--- src/rtl/buffer_access_ctrl.sv ---
// Purpose: owns the 64-byte endpoint buffer, arbitrating USB RX, AHB and USB TX strobes by direction state.
// Latency: gated strobes are combinational; clear and ahb_err are registered one-cycle pulses.
// Backpressure: ahb_ready drops for one cooldown cycle after each granted AHB access; illegal accesses raise ahb_err.
module buffer_access_ctrl #(
    parameter int BUFFER_DEPTH = 64,
    parameter int OCC_W        = 7
) (
    input  logic             clk,
    input  logic             n_rst,
    input  logic             rx_store_req,
    input  logic             rx_packet_done,
    input  logic             rx_packet_err,
    input  logic             ahb_read_req,
    input  logic             ahb_write_req,
    input  logic [1:0]       ahb_size,
    input  logic             ahb_flush,
    input  logic             tx_start,
    input  logic             tx_get_req,
    input  logic             tx_packet_done,
    input  logic [OCC_W-1:0] buffer_occupancy,
    output logic             store_rx_packet_data,
    output logic             get_rx_data,
    output logic             store_tx_data,
    output logic             get_tx_packet_data,
    output logic [1:0]       data_size,
    output logic             buffer_reserved,
    output logic             clear,
    output logic             rx_data_ready,
    output logic             tx_data_ready,
    output logic             nak,
    output logic             ahb_ready,
    output logic             ahb_err
);

    typedef enum logic [2:0] {
        IDLE,
        RX_FILL,
        RX_HOLD,
        TX_FILL,
        TX_DRAIN
    } state_t;

    localparam int EXT_W = OCC_W + 2;
    localparam logic [EXT_W-1:0] DEPTH_EXT = EXT_W'(BUFFER_DEPTH);

    state_t state_q, state_d;
    logic   cool_q, cool_d;
    logic   ovf_q, ovf_d;
    logic   clear_d;
    logic   err_d;
    logic   grant;

    // Byte arithmetic is done two bits wider so occupancy + access size cannot wrap.
    logic [EXT_W-1:0] occ_ext;
    logic [EXT_W-1:0] access_bytes;
    logic             wr_fits;
    logic             rd_avail;
    logic             occ_full;
    logic             occ_empty;
    logic             ahb_live;
    logic             ahb_req;

    assign occ_ext      = EXT_W'(buffer_occupancy);
    assign access_bytes = EXT_W'(ahb_size) + EXT_W'(1);
    assign wr_fits      = (occ_ext + access_bytes) <= DEPTH_EXT;
    assign rd_avail     = occ_ext >= access_bytes;
    assign occ_full     = occ_ext >= DEPTH_EXT;
    assign occ_empty    = (buffer_occupancy == '0);
    // During cooldown the occupancy may be stale, so AHB requests are ignored outright.
    assign ahb_live     = !cool_q;
    assign ahb_req      = ahb_read_req | ahb_write_req;

    assign data_size = ahb_size;
    assign ahb_ready = !cool_q;

    // State, cooldown, overflow and the registered pulse outputs.
    always_ff @(posedge clk or negedge n_rst) begin
        if (!n_rst) begin
            state_q <= IDLE;
            cool_q  <= 1'b0;
            ovf_q   <= 1'b0;
            clear   <= 1'b0;
            ahb_err <= 1'b0;
        end else begin
            state_q <= state_d;
            cool_q  <= cool_d;
            ovf_q   <= ovf_d;
            clear   <= clear_d;
            ahb_err <= err_d;
        end
    end

    // Next-state, strobe gating and status decode.
    always_comb begin
        state_d              = state_q;
        ovf_d                = ovf_q;
        clear_d              = 1'b0;
        err_d                = 1'b0;
        grant                = 1'b0;
        store_rx_packet_data = 1'b0;
        get_rx_data          = 1'b0;
        store_tx_data        = 1'b0;
        get_tx_packet_data   = 1'b0;
        buffer_reserved      = 1'b0;
        rx_data_ready        = 1'b0;
        tx_data_ready        = 1'b0;
        nak                  = 1'b0;

        if (ahb_flush) begin
            // Flush overrides anything else requested this cycle.
            state_d = IDLE;
            clear_d = 1'b1;
            ovf_d   = 1'b0;
        end else begin
            case (state_q)
                IDLE: begin
                    if (rx_store_req) begin
                        // RX wins a tie with an AHB write.
                        store_rx_packet_data = 1'b1;
                        state_d              = RX_FILL;
                        err_d                = ahb_live && ahb_req;
                    end else if (ahb_live && ahb_write_req && !ahb_read_req && wr_fits) begin
                        store_tx_data = 1'b1;
                        grant         = 1'b1;
                        state_d       = TX_FILL;
                    end else begin
                        err_d = ahb_live && ahb_req;
                    end
                end
                RX_FILL: begin
                    nak   = 1'b1;
                    err_d = ahb_live && ahb_req;
                    if (rx_store_req) begin
                        if (!occ_full) begin
                            store_rx_packet_data = 1'b1;
                        end else begin
                            ovf_d = 1'b1;
                        end
                    end
                    if (rx_packet_err || (rx_packet_done && (ovf_q || (rx_store_req && occ_full)))) begin
                        clear_d = 1'b1;
                        ovf_d   = 1'b0;
                        state_d = IDLE;
                    end else if (rx_packet_done) begin
                        state_d = RX_HOLD;
                    end
                end
                RX_HOLD: begin
                    rx_data_ready = 1'b1;
                    nak           = 1'b1;
                    if (ahb_live) begin
                        if (ahb_write_req) begin
                            err_d = 1'b1;
                        end else if (ahb_read_req) begin
                            if (rd_avail) begin
                                get_rx_data = 1'b1;
                                grant       = 1'b1;
                            end else begin
                                err_d = 1'b1;
                            end
                        end
                        if (occ_empty) begin
                            state_d = IDLE;
                        end
                    end
                end
                TX_FILL: begin
                    buffer_reserved = 1'b1;
                    nak             = 1'b1;
                    tx_data_ready   = !occ_empty;
                    if (ahb_live) begin
                        if (ahb_read_req) begin
                            err_d = 1'b1;
                        end else if (ahb_write_req) begin
                            if (wr_fits) begin
                                store_tx_data = 1'b1;
                                grant         = 1'b1;
                            end else begin
                                err_d = 1'b1;
                            end
                        end
                    end
                    if (tx_start && !occ_empty) begin
                        state_d = TX_DRAIN;
                    end
                end
                TX_DRAIN: begin
                    buffer_reserved    = 1'b1;
                    nak                = 1'b1;
                    err_d              = ahb_live && ahb_req;
                    // Underrun fetches are dropped without signalling.
                    get_tx_packet_data = tx_get_req && !occ_empty;
                    if (tx_packet_done) begin
                        clear_d = 1'b1;
                        state_d = IDLE;
                    end
                end
                default: begin
                    state_d = IDLE;
                end
            endcase
        end
        cool_d = grant;
    end

endmodule
--- config.mk ---
export PLATFORM = sky130hd
export DESIGN_NAME = buffer_access_ctrl
export DESIGN_NICKNAME = d
export VERILOG_FILES = /design/src/rtl/buffer_access_ctrl.sv
export SDC_FILE = /design/constraint.sdc
export NUM_CORES = 1
export LEC_CHECK = 0
export CORE_UTILIZATION = 45
export CTS_BUF_LIST = sky130_fd_sc_hd__clkbuf_16
export DETAILED_ROUTE_END_ITERATION = 8
export GPL_TIMING_DRIVEN = 1
export PLACE_DENSITY = 0.8
export SLEW_MARGIN = 10
export SYNTH_ARGS = -nofsm -noshare
export SYNTH_HDL_FRONTEND = slang
export SYNTH_SLANG_ARGS = --single-unit
--- constraint.sdc ---
create_clock -name clk -period 4.1 [get_ports clk]
set_input_delay 0.82 -clock clk [delete_from_list [all_inputs] [get_ports clk]]
set_output_delay 0.82 -clock clk [all_outputs]
set_load 0.01 [all_outputs]
==> run_results.csv <==
group,metric,value,unit
status,status,"finished, final reports clean",
sta,finalSetupViolCount,0,
critical_path,r2r_start,"state_q[0]$_DFFE_PN0P_",
cts,clock_sinks,7,
yosys,synth-simple-area-share,31.9,%
global_routing,grt_pass1_wl,4.17,mm
cts,cts.path.max_buffers,2,
drt,vias,1130,
yosys,syn_area,946,µm²
yosys,synth_area_leader_cell,"dfrtp_1",
place,gp_congestion,0.894,
floorplan,die_x,47.8,µm
sta,whs,0.650,ns
global_routing,antenna_found_initial,0,
critical_path,cp_max_fo,2,
finish,syn2layout_area_growth,53.0,%
drt,route.detailed.drc,0,
yosys,yosysMostFrequentCell,"nor2_1",
global_routing,gr-total-overflow,0,
yosys,yosysUniqueCellTypes,46,
cts,htreeDepth,1,
power,ir_worst_vdd,0.344,mV
min_path,hp-class,"flop to flop",
power,p_leak,0.605,nW
floorplan,dieArea,2290,µm²
sta,fin_skew,0.00205,ns
finish,drive_gt1_share,18.5,%
sta,rsz0062_at_grt,"false",
critical_path,r2r-end,"state_q[0]$_DFFE_PN0P_",
critical_path,reg2reg_depth,6,
place,pre_cts_ws,-0.585,ns
yosys,seq_area_frac_synth,18.5,%
yosys,synthFlopType,"dfrtp_1",
global_routing,grt_use_total,25.3,%
finish,n_antenna_cell,0,
global_routing,grt_pass1_vias,952,
drt,wl_met1,1.10,mm
yosys,synthTopCellsByCount,"13 x nor2_1, 11 x inv_1, 10 x a21oi_1, 8 x nor3_1",
sta,period_minus_slack,3.95,ns
drt,met3_length,142,µm
drt,wl_per_cell,14.0,µm
yosys,synth_compound_area_share,24.7,%
cts,cts_tree,"built",
yosys,synth_edf_count,0,
cts,cts_buffers,3,
yosys,synth.top_cells.by_area,"dfrtp_1 19%, ha_1 9.3%, a21oi_1 5.3%, nor2_1 5.2%, inv_1 4.4%",
yosys,syn_nets,155,
drt,vias_per_cell,5.79,
min_path,min_path_cells,2,
drt,first_iter_violations,30,
floorplan,floorplan.initialDensity,48.2,%
drt,wl,2.73,mm
cts,root_buffer,"clkbuf_16",
cts,clkSlewWorstSetupHoldPaths,0.03,ns
sta,timing.final.crit_share,96.3,%
drt,dr.pass1.iters,4,
run,cap_violations,0,
sta,timing.final.ws_setup,0.150,ns
yosys,synth-xor-area-share,1.85,%
yosys,yosysWarningCount,0,
critical_path,path_class,"input pin to primary output",
sta,tns,0,ns
yosys,syn_area_per_cell,7.45,µm²
drt,antenna_left,0,
place,dp_cells,190,
yosys,synth_fa_ha_area_share,11.4,%
floorplan,die_h,47.8,µm
sta,worst_pin_slew,0.667,ns
place,post-dp-hpwl,2.03,mm
floorplan,coreArea,1960,µm²
min_path,min_from,"ovf_q$_DFFE_PN0P_",
yosys,muxShareOfSynthArea,2.12,%
critical_path,cp_data_required_time,3.28,ns
sta,finalHoldViolCount,0,
sta,slew_headroom,55.5,%
yosys,async_flop_share,100,%
place,port_buffers,32,
critical_path,cp.arrival,3.13,ns
cts,clock_latency,0.23,ns
sta,final-max-slew-violation-count,0,
global_routing,grt_max_degree,22,
finish,finalNetCount,197,
yosys,ys_seq_elements,7,
cts,cts_hold_buffers,0,
floorplan,ioPinCount,33,
critical_path,end_kind,"primary output",
yosys,yosysTopAreaCellShare,18.5,%
floorplan,num_rows,16,
critical_path,reg2reg_slack,2.00,ns
sta,max_clock_freq,0.253,GHz
drt,wl_met2,1.44,mm
yosys,synthCells,127,
power,powerDensity,382,nW/µm²
place,dpl_cell_area,1350,µm²
critical_path,start_kind,"input pin",
finish,nFillCells,154,
drt,maxUsedRoutingLayer,"met4",
finish,final_cells,195,
yosys,synth_top_family_by_area,"simple AND/OR/NAND/NOR gates",
finish,fin_area,1450,µm²
min_path,hold_end,"ovf_q$_DFFE_PN0P_",
registers in the layout (all words and copies together), names as in the netlist:
name and flops:
state_q 3, cool_q 1, ovf_q 1, ahb_err 1, clear 1
cell type report:
| type | instances | area, µm² | share of cell area (%) |
|---|---|---|---|
| multi-input combinational | 100 | 706 | 48.7 |
| timing repair buffer | 46 | 413 | 28.5 |
| sequential | 7 | 175 | 12.1 |
| clock buffer | 3 | 75.1 | 5.19 |
| inverter | 11 | 41.3 | 2.85 |
| tap | 27 | 33.8 | 2.33 |
| clock inverter | 1 | 3.75 | 0.259 |
power by group:
part	switching [mW]	internal [mW]	total, mW
registers	0.0533	0.0852	0.138
clock network	0.0371	0.127	0.164
logic	0.118	0.132	0.250
total	0.209	0.344	0.553
metal layers:
layer / vias to the layer above / global-route usage (%)
li1: 546 / -
met1: 536 / 31.8
met2: 42 / 45.1
met3: 6 / 1.51
met4: 0 / 9.44
met5: - / 0
logic make-up after synthesis:
kind of cell,after synthesis
simple gates,53
xor+xnor,2
compound gates,35
buf+inv,20
flops,7
fa+ha+maj,8
mux,2
critical path: stages:
cell and delay (ns):
clkdlybuf4s50_1 0.49, inv_2 0.05, fa_1 0.54, nor4bb_2 0.19
o2111ai_1 0.16, o22ai_1 0.16, o31a_1 0.19, nand4_1 0.12
nor4_1 0.23, buf_2 0.18
through the flow:
step                      power, mW  util (%)
after floorplan               0.280         -
after global placement        0.372      68.8
after detailed placement      0.379      68.8
after CTS                     0.547      72.5
after global routing          0.595      73.8
final                         0.553      73.8
cell usage in the layout (no fill, tap or decap), types with 2 or more instances in the layout:
cell and count:
clkdlybuf4s50_1 27, dfrtp_1 7, xnor2_1 2, nand4_1 2, inv_1 10, and3_1 2
nand3b_1 2, clkbuf_16 3, nor2b_1 4, a31oi_1 3, nor2_1 13, nand2_1 5
inv_2 2, nand2b_1 2, a21oi_1 10, ha_1 5, o311ai_1 2, mux2i_1 2
nand3_1 3, buf_4 14, nor4_1 2, nor3_1 8, o21ai_0 6, buf_2 2
worst max path at each step:
stage                        start             to  cells after the start
2_1_floorplan          ahb_size[0]  store_tx_data                      9
3_3_place_gp           ahb_size[0]  store_tx_data                     11
3_5_place_dp           ahb_size[0]  store_tx_data                     11
4_1_cts        buffer_occupancy[0]    get_rx_data                     10
5_1_grt        buffer_occupancy[1]  store_tx_data                     10
6_report       buffer_occupancy[1]  store_tx_data                     10
timing repair:
item                       in CTS  in global routing
resized for setup              12                 10
setup endpoints to repair       2                  2
buffers inserted                1                  0
pin swaps                       6                  7
Note: power is estimated with default switching activity, not from simulation.
